$ cat src/rtl/cve2_pkg.sv
// Shared types for the core sleep controller: FSM state encoding and counter widths.
package cve2_pkg;

  typedef enum logic [2:0] {
    S_OFF   = 3'd0,
    S_RUN   = 3'd1,
    S_DRAIN = 3'd2,
    S_SLEEP = 3'd3,
    S_WAKE  = 3'd4
  } sleep_state_e;

  localparam int WakeCntWidth = 16;

endpackage

$ cat src/rtl/cve2_clock_gate.sv
// Latch-based clock gate: the enable is captured while clk_i is low so clk_o never glitches.
module cve2_clock_gate (
  input  logic clk_i,
  input  logic en_i,
  input  logic scan_cg_en_i,
  output logic clk_o
);

  logic r_en_latch;

  always_latch begin
    if (!clk_i) begin
      r_en_latch <= en_i | scan_cg_en_i;
    end
  end

  assign clk_o = clk_i & r_en_latch;

endmodule

$ cat src/rtl/cve2_sleep_ctrl.sv
// Core sleep controller: watches busy/wake activity, gates the core clock after an idle
// window and keeps saturating statistics of gated cycles and sleep exits.
module cve2_sleep_ctrl
  import cve2_pkg::*;
#(
  parameter int NumWake   = 16,
  parameter int IdleDelay = 4,
  parameter int CntWidth  = 32
) (
  input  logic                    clk_i,
  input  logic                    rst_i,
  input  logic                    test_en_i,
  input  logic                    fetch_enable_i,
  input  logic                    core_busy_i,
  input  logic [NumWake-1:0]      wake_i,
  input  logic [NumWake-1:0]      wake_mask_i,
  input  logic                    force_on_i,
  input  logic                    cnt_clr_i,
  output logic                    clk_o,
  output logic                    clock_en_o,
  output logic                    fetch_enable_o,
  output logic                    core_sleep_o,
  output logic [CntWidth-1:0]     sleep_cycles_o,
  output logic [WakeCntWidth-1:0] wake_count_o
);

  localparam int IdleW = (IdleDelay > 1) ? $clog2(IdleDelay) : 1;
  localparam logic [IdleW-1:0] IdleInit = (IdleDelay > 0) ? IdleW'(IdleDelay - 1) : '0;

  sleep_state_e            r_state;
  sleep_state_e            w_state_next;
  logic                    r_fetch_en;
  logic                    r_busy;
  logic [IdleW-1:0]        r_idle_cnt;
  logic [IdleW-1:0]        w_idle_cnt_next;
  logic [CntWidth-1:0]     r_sleep_cycles;
  logic [WakeCntWidth-1:0] r_wake_count;
  logic                    w_wake_any;
  logic                    w_wake_req;
  logic                    w_clock_en;
  logic                    w_core_sleep;
  logic                    w_wake_event;

  assign w_wake_any = force_on_i | (|(wake_i & wake_mask_i));
  assign w_wake_req = w_wake_any | r_busy;

  always_ff @(posedge clk_i or posedge rst_i) begin
    if (rst_i) begin
      r_state    <= S_OFF;
      r_fetch_en <= 1'b0;
      r_busy     <= 1'b0;
      r_idle_cnt <= '0;
    end else begin
      r_state    <= w_state_next;
      r_fetch_en <= r_fetch_en | fetch_enable_i;
      r_busy     <= core_busy_i;
      r_idle_cnt <= w_idle_cnt_next;
    end
  end

  always_comb begin
    w_state_next    = r_state;
    w_idle_cnt_next = r_idle_cnt;
    w_clock_en      = 1'b0;
    case (r_state)
      S_OFF: begin
        if (r_fetch_en) w_state_next = S_RUN;
      end
      S_RUN: begin
        w_clock_en = 1'b1;
        if (!w_wake_req) begin
          if (IdleDelay == 0) begin
            w_state_next = S_SLEEP;
          end else begin
            w_state_next    = S_DRAIN;
            w_idle_cnt_next = IdleInit;
          end
        end
      end
      S_DRAIN: begin
        w_clock_en = 1'b1;
        // Activity on the last drain cycle must still cancel the sleep.
        if (w_wake_req) begin
          w_state_next = S_RUN;
        end else if (r_idle_cnt == '0) begin
          w_state_next = S_SLEEP;
        end else begin
          w_idle_cnt_next = r_idle_cnt - IdleW'(1);
        end
      end
      S_SLEEP: begin
        // Open the gate combinationally so the wake cycle itself is clocked.
        w_clock_en = w_wake_req;
        if (w_wake_req) w_state_next = S_WAKE;
      end
      S_WAKE: begin
        w_clock_en   = 1'b1;
        w_state_next = S_RUN;
      end
      default: w_state_next = S_OFF;
    endcase
  end

  assign w_core_sleep = (r_state == S_SLEEP) & ~w_clock_en;
  assign w_wake_event = (r_state == S_SLEEP) & w_wake_req;

  always_ff @(posedge clk_i or posedge rst_i) begin
    if (rst_i) begin
      r_sleep_cycles <= '0;
      r_wake_count   <= '0;
    end else if (cnt_clr_i) begin
      r_sleep_cycles <= '0;
      r_wake_count   <= '0;
    end else begin
      if (w_core_sleep && !(&r_sleep_cycles)) r_sleep_cycles <= r_sleep_cycles + CntWidth'(1);
      if (w_wake_event && !(&r_wake_count))   r_wake_count   <= r_wake_count + WakeCntWidth'(1);
    end
  end

  cve2_clock_gate u_clock_gate (
    .clk_i        (clk_i),
    .en_i         (w_clock_en),
    .scan_cg_en_i (test_en_i),
    .clk_o        (clk_o)
  );

  assign clock_en_o     = w_clock_en;
  assign fetch_enable_o = r_fetch_en;
  assign core_sleep_o   = w_core_sleep;
  assign sleep_cycles_o = r_sleep_cycles;
  assign wake_count_o   = r_wake_count;

endmodule

$ cat config.mk
export PLATFORM = sky130hd
export DESIGN_NAME = cve2_sleep_ctrl
export DESIGN_NICKNAME = d
export VERILOG_FILES = /design/src/rtl/cve2_pkg.sv /design/src/rtl/cve2_clock_gate.sv /design/src/rtl/cve2_sleep_ctrl.sv
export SDC_FILE = /design/constraint.sdc
export NUM_CORES = 1
export LEC_CHECK = 0
export BUFFER_PORTS_ARGS = -buffer_cell sky130_fd_sc_hd__buf_2
export CAP_MARGIN = 20
export CORE_UTILIZATION = 30
export CTS_CLUSTER_DIAMETER = 200
export DETAILED_ROUTE_END_ITERATION = 10
export SLEW_MARGIN = 10
export SYNTH_ARGS = -nofsm -noshare
export SYNTH_HDL_FRONTEND = slang
export SYNTH_SLANG_ARGS = --single-unit
$ cat constraint.sdc
create_clock -name clk_i -period 3 [get_ports clk_i]
set_input_delay 0.3 -clock clk_i [delete_from_list [all_inputs] [get_ports clk_i]]
set_output_delay 0.3 -clock clk_i [all_outputs]
set_load 0.03 [all_outputs]
==> metrics.md, run 1 <==
| Metric | Value |
|---|---|
| Status | `completed` |
| Ports | `roughly 90` |
| Unique masters post-synth | `42` |
| Post-Synthesis Cells | `around 340` |
| Wire per inst | `about 14 um` |
| Core area | `9819 um2` |
| Reg area | `about 1400 um2` |
| Hold path cells | `2` |
| Post-CTS resize count | `0` |
| Gr usage total | `between 10% and 20%` |
| Layout cell share with drive strength beyond 1 | `between 20% and 30%` |
| # rows | `36` |
| Clock-pin transition on the worst setup and hold timing paths | `roughly 90 ps` |
| Max_cap viols | `0` |
| Syn Area/Cell | `between 8 and 9 um2` |
| Post-CTS Repair Setup Buffers | `0` |
| Worst Hold Launch | `fetch_enable_i` |
| R2R Setup Slk | `0 ps` |
| Initial drt markers | `95` |
| Initial Utilization | `between 30% and 40%` |
| Req. time, crit path | `1940 ps` |
| Slew headroom | `around 37%` |
| Via count | `roughly 3000` |
| Worst setup SP type | `flop` |
| Multi-input gate area in the final layout | `~1600 um2` |
| Pleak | `around 1.7 nW` |
| Cell Area, Synth | `approximately 3100 um2` |
| Largest net degree at the start of global routing | `52` |
| CTS tree | `yes` |
| Worst R2R Path Depth | `6` |
| Mapped Nets | `around 380` |
| Total global routing overflow | `0` |
| Final Slew Violations | `0` |
| Synth warnings | `0` |
| Power Total | `approximately 1.5 mW` |
| Crit-path max FO | `2` |
| Antenna diodes | `0` |
| Filler Cells Inserted | `approximately 1100` |
| Final #Nets | `between 400 and 500` |
| Routed wire length | `roughly 8100 um` |
| Endpoints failing setup | `0` |
| Async SR Flop Fraction | `98.21%` |
| Die area | `~11000 um2` |
| Vias per cell | `between 5 and 6` |
| Placed insts | `562` |
| Residual DRC | `0` |
| Area grow syn2layout | `26.16%` |
| Port bufs | `90` |
| Placed instance area | `~3700 um2` |
| Reg-to-Reg End | `u_clock_gate.r_en_latch` |
| Worst min path class | `in2reg` |
| RSZ-0062 raised after global routing | `no` |
| Clock Latency Late Sink | `around 420 ps` |
| TNS Setup | `0 ps` |
| Finished Core Util | `roughly two fifths` |
| Worst path arrival time | `around 1900 ps` |
| First-pass GRT wire length | `13270 um` |
| Reg2reg start | `r_busy` |
| Worst Max-Slew Pin Slew | `between 900 and 1000 ps` |
| Number of global-route vias before repair | `roughly 2800` |
| Initial antenna violation count | `0` |
| DRT antenna net count | `0` |
| Die width | `between 100 and 150 um` |
| Die height | `103.1 um` |
| CP Launch Point | `r_busy` |
| Max VDD drop | `0.0001933 V` |
| Detail Placement HPWL | `5814 um` |
| Critical path type | `reg2latch` |
| Clock Skew | `11.13 ps` |
| Placer Congestion | `0.7704` |
| Pwr Density | `around 400 nW/um2` |
| Post-synth EDFFs | `0` |
| Worst Hold End | `fetch_enable_o` |
| Critical Path End Type | `latch` |
| Yosys reg bits | `56` |
| Final hold vios | `0` |
| TritonRoute pass-1 iters | `4` |
| Final std cells w/o fill | `about 580` |
| Final Cell Area | `a little under 4000 um2` |
| Ys flop type | `dfrtp_1` |
repair_timing:
action	4_1_cts	5_1_grt
hold endpoints to repair	16	0
endpoints found under the setup margin	0	0
hold buffers	2	0
worst max path at each step:
stage | end | cells past startpoint
global route | u_clock_gate.r_en_latch | 6
finish | u_clock_gate.r_en_latch | 6
detailed placement | u_clock_gate.r_en_latch | 7
global placement | u_clock_gate.r_en_latch | 7
floorplan | u_clock_gate.r_en_latch | 5
CTS | u_clock_gate.r_en_latch | 6
cells in the final DEF (no fill, tap or decap), types with 3 or more instances in the layout:
master	n
o21ai_0	21
xor2_1	18
and4_1	5
nand3_1	21
nor3_1	3
nor2_1	33
buf_2	90
o31a_1	3
inv_1	6
a21oi_1	30
clkbuf_8	9
nand2_1	19
a211oi_1	6
a311oi_1	4
dfrtp_1	55
a22oi_1	6
or3_1	21
nand4_1	21
nor4_1	4
o31ai_1	5
ha_1	3
and3_1	9
or4_1	5
and2_1	4
buf_4	12
worst max-delay path, cell delays in order, from the launching register on:
cell and delay (ps):
dfrtp_1 370, a211oi_1 160, nand3_1 110, or3_1 350, nor2_1 130, a31oi_1 110
or2_2 290
state kept, by name, summed over array words and instances (netlist names):
signal,flops
r_state,3
u_clock_gate.r_en_latch,1
fetch_enable_o,1
sleep_cycles_o,32
r_busy,1
wake_count_o,16
r_idle_cnt,2
layer usage:
metal	wire length [um]	track usage, %
met5	0	0
met3	410	3.864
met2	3851	26.00
met4	98	6.501
met1	3746	21.27
logic make-up (layout without fill, tap and decap cells):
logic type	Yosys count	count (layout)	share of synthesized area, %
AO/OA/AOI/OAI	85	85	17.27
flip-flops	55	55	44.90
AND/OR/NAND/NOR	156	156	27.71
adder cells (fa/ha/maj)	3	3	1.225
multiplexers	1	1	0.3265
latches	1	1	0.4897
buffers and inverters	22	123	2.939
XOR/XNOR	18	18	5.143
power by group:
| group | switching [mW] | internal [mW] | leakage, nW |
|---|---|---|---|
| Sequential | 0.0176 | 0.764 | 0.764 |
| Clock | 0.313 | 0.290 | 0.0724 |
| Combinational | 0.0886 | 0.0669 | 0.913 |
| Total | 0.419 | 1.12 | 1.75 |
stage by stage:
stage | hold slack, ps | worst slack, ps
6_report | 74.93 | 0
5_1_grt | 68.92 | 0
4_1_cts | 68.47 | 0
3_5_place_dp | 280.0 | 0
3_3_place_gp | 282.3 | 0
2_1_floorplan | 331.4 | 0
synthesized netlist by cell type (all sizes together) (2+ instances only):
cell / number / area, um2
dfrtp: 55 / 1376
nor2: 33 / 123.9
a21oi: 30 / 150.1
o21ai: 23 / 115.1
nand3: 22 / 115.1
nand4: 21 / 131.4
or3: 21 / 131.4
nand2: 19 / 71.32
xor2: 18 / 157.7
and3: 9 / 56.30
clkbuf: 8 / 30.03
inv: 8 / 30.03
a211oi: 7 / 57.55
a22oi: 6 / 45.04
buf: 6 / 30.03
and4: 5 / 43.79
nor3: 5 / 35.03
o31ai: 5 / 37.54
or4: 5 / 37.54
a311oi: 4 / 35.03
and2: 4 / 25.02
nor4: 4 / 25.02
or2: 4 / 25.02
ha: 3 / 37.54
o31a: 3 / 26.28
a31o: 2 / 17.52
nor2b: 2 / 12.51
area by class of cell:
cell class	instances	area share (%)
clock buffer	11	3.429
clock inverter	1	0.1941
inverter	8	0.7764
multi-input combinational	263	40.96
sequential	56	35.98
tap	133	4.303
timing repair buffer	103	14.36
No activity file was read; power rests on OpenSTA's default activity.
==> inputs of run 2 (changes only) <==
Settings changed: CORE_UTILIZATION 30 to 42, GPL_ROUTABILITY_DRIVEN from default to 0, PLACE_DENSITY from default to 0.67.
==> run 2 against run 1 <==
First-iteration DRC count rose by 32%. Clock power fell by 7.1%. Non-clock buffer count rose by 4. Design area fell by 0.84%. Largest power group unchanged. Final cell count fell by 5.9%. Critical path type unchanged. Worst setup slack did not move. Via count rose by 1.8%. Global-route usage rose by 5.1 points. Die area fell by 28%. Core utilization rose by 16 points. Clock-buffer cell count fell by 1. Worst hold slack improved by 1.4 ps.
==> metrics.md, run 2 (same netlist as run 1, synthesis figures left out) <==
| Metric | Value |
|---|---|
| Status | `completed` |
| Worst path arrival time | `1980 ps (+40 ps)` |
| Pleak | `1.764 nW (+0.83%)` |
| Number of global-route vias before repair | `2707 (-4.9%)` |
| Ports | `91 (unchanged)` |
| Sw Pwr | `0.4084 mW (-2.5%)` |
| Layout cell share with drive strength beyond 1 | `28.31% (+0.49 points)` |
| Commonest non-fill, non-tap cells in the layout | `buf_2, dfrtp_1, nor2_1, a21oi_1` |
| Die width | `87.43 um (-15%)` |
| Worst Hold End | `fetch_enable_o` |
| Max VDD drop | `0.0003665 V (+90%)` |
| Pwr Density | `391.5 nW/um2 (-1.6%)` |
| Largest net degree at the start of global routing | `38 (-27%)` |
| Slowest cell delay on critical path | `380 ps (about the same)` |
| Comb pwr share | `10.7% (+0.6 points)` |
| Critical path type | `reg2latch` |
| Port bufs | `90 (unchanged)` |
| Die height | `87.43 um (-15%)` |
| First-pass GRT wire length | `12660 um (-4.6%)` |
| TNS Setup | `0 ps (unchanged)` |
| Via count | `3046 (+1.8%)` |
| Slew headroom | `54.30% (+17 points)` |
| Reg area | `1391 um2 (unchanged)` |
| Multi-input gate area in the final layout | `1584 um2 (unchanged)` |
| Detail Placement HPWL | `5610 um (-3.5%)` |
| Worst min path class | `in2reg` |
| Post-CTS Repair Setup Buffers | `0 (unchanged)` |
| Crit-path cells | `a211oi_1, nand3_1, or3_1, nor2_1, a31oi_1, or2_2` |
| Req. time, crit path | `1980 ps (+40 ps)` |
| R2R Setup Slk | `0 ps (unchanged)` |
| Final #Nets | `487 (+0.83%)` |
| # rows | `30 (-17%)` |
| Worst Hold Launch | `fetch_enable_i` |
| Crit-path max FO | `2 (unchanged)` |
| Sw Share | `27.20% (about the same)` |
| Reg-to-Reg End | `u_clock_gate.r_en_latch` |
| Place WS | `0 ps (unchanged)` |
| Clock Latency Late Sink | `420 ps (about the same)` |
| Max reg flops | `32 (unchanged)` |
| Filler Cells Inserted | `683 (-36%)` |
| Initial drt markers | `125 (+32%)` |
| Most common cell after layout, fill and taps aside | `buf_2` |
| Critical Path End Type | `latch` |
| CTS tree | `yes` |
| Antenna diodes | `0 (unchanged)` |
| Endpoints failing setup | `0 (unchanged)` |
| Final hold vios | `0 (unchanged)` |
| Area grow syn2layout | `25.10%` |
| P_int | `1.093 mW (-2.5%)` |
| Clock-pin transition on the worst setup and hold timing paths | `90 ps (about the same)` |
| RSZ-0062 raised after global routing | `no` |
| Hold path cells | `2 (unchanged)` |
| Clock network fraction of total power | `37.2% (-1.9 points)` |
| CP bufs+invs | `0 (unchanged)` |
| Seq pwr share | `52.1% (+1.3 points)` |
| Clock Skew | `10.68 ps (-0.4527 ps)` |
| DRT antenna net count | `0 (unchanged)` |
| Routed wire length | `7913 um (-2.4%)` |
| TritonRoute pass-1 iters | `4 (unchanged)` |
| Final Slew Violations | `0 (unchanged)` |
| Total global routing overflow | `0 (unchanged)` |
| Worst Max-Slew Pin Slew | `685.4 ps (-252.1 ps)` |
| Initial antenna violation count | `0 (unchanged)` |
| Critical path's slowest cell | `dfrtp_1` |
| Gr usage total | `21.40% (+5.1 points)` |
| Reg2reg start | `r_busy` |
| Vias per cell | `5.630 (+8.2%)` |
| Die area | `7644 um2 (-28%)` |
| Final std cells w/o fill | `541 (-5.9%)` |
| Final worst slack | `0 ps (unchanged)` |
| Worst setup SP type | `flop` |
| Placed insts | `529 (-5.9%)` |
| Wire per inst | `14.63 um (+3.7%)` |
| Core area | `6907 um2 (-30%)` |
| Top delay family on crit path | `simple AND/OR/NAND/NOR gates` |
| Max_cap viols | `0 (unchanged)` |
| Worst R2R Path Depth | `6 (unchanged)` |
| Initial Utilization | `44.38% (+13 points)` |
| Residual DRC | `0 (unchanged)` |
-- run 2: through the flow --
| stage | cell area (um2) | hold WS (ps) | power, mW | util (%) |
|---|---|---|---|---|
| 4_1_cts | 3835 | 71.75 | 1.516 | 55.53 |
| 3_5_place_dp | 3696 | 378.6 | 1.006 | 53.51 |
| 6_report | 3835 | 76.36 | 1.501 | 55.53 |
| 2_1_floorplan | 3065 | 331.4 | 0.9278 | - |
| 3_3_place_gp | 3696 | 379.8 | 0.9983 | 53.51 |
| 5_1_grt | 3835 | 73.98 | 1.575 | 55.53 |
-- run 2: per-layer routing --
metal / wire length [um] / vias up / GRT usage, %
met3: 428 / 7 / 5.213
met2: 3668 / 94 / 33.88
met4: 108 / 0 / 8.644
met1: 3707 / 1459 / 28.08
met5: 0 / - / 0
li1: - / 1486 / -
-- run 2: how the worst max path moves through the flow --
stage,to,cells past startpoint,from,slack [ps]
after floorplan,u_clock_gate.r_en_latch,5,wake_i[7],0
after global placement,u_clock_gate.r_en_latch,7,wake_i[8],0
after detailed placement,u_clock_gate.r_en_latch,7,wake_i[8],0
after CTS,u_clock_gate.r_en_latch,6,r_busy,0
final,u_clock_gate.r_en_latch,6,r_busy,0
after global routing,u_clock_gate.r_en_latch,6,r_busy,0
-- run 2: area by class of cell --
class | instances | area share, %
clock buffers | 10 | 3.100
clock inverters | 1 | 0.1305
inverters | 8 | 0.7830
multi-input cells | 263 | 41.31
flip-flops and latches | 56 | 36.28
well taps | 96 | 3.132
repair buffers | 107 | 15.27
-- run 2: what timing repair did --
action | in CTS | in global routing
resized for setup | 0 | 0
endpoints found under the hold margin | 25 | 0
endpoints found under the setup margin | 0 | 2
hold buffers | 2 | 0
-- run 2: power by group through the flow --
stage                     clock network (mW)  logic, mW  registers, mW
final                                  0.559      0.160          0.783
after global routing                   0.612      0.177          0.786
after CTS                              0.571      0.163          0.782
after detailed placement              0.0497      0.160          0.797
after global placement                0.0497      0.152          0.797
after floorplan                       0.0422      0.103          0.783
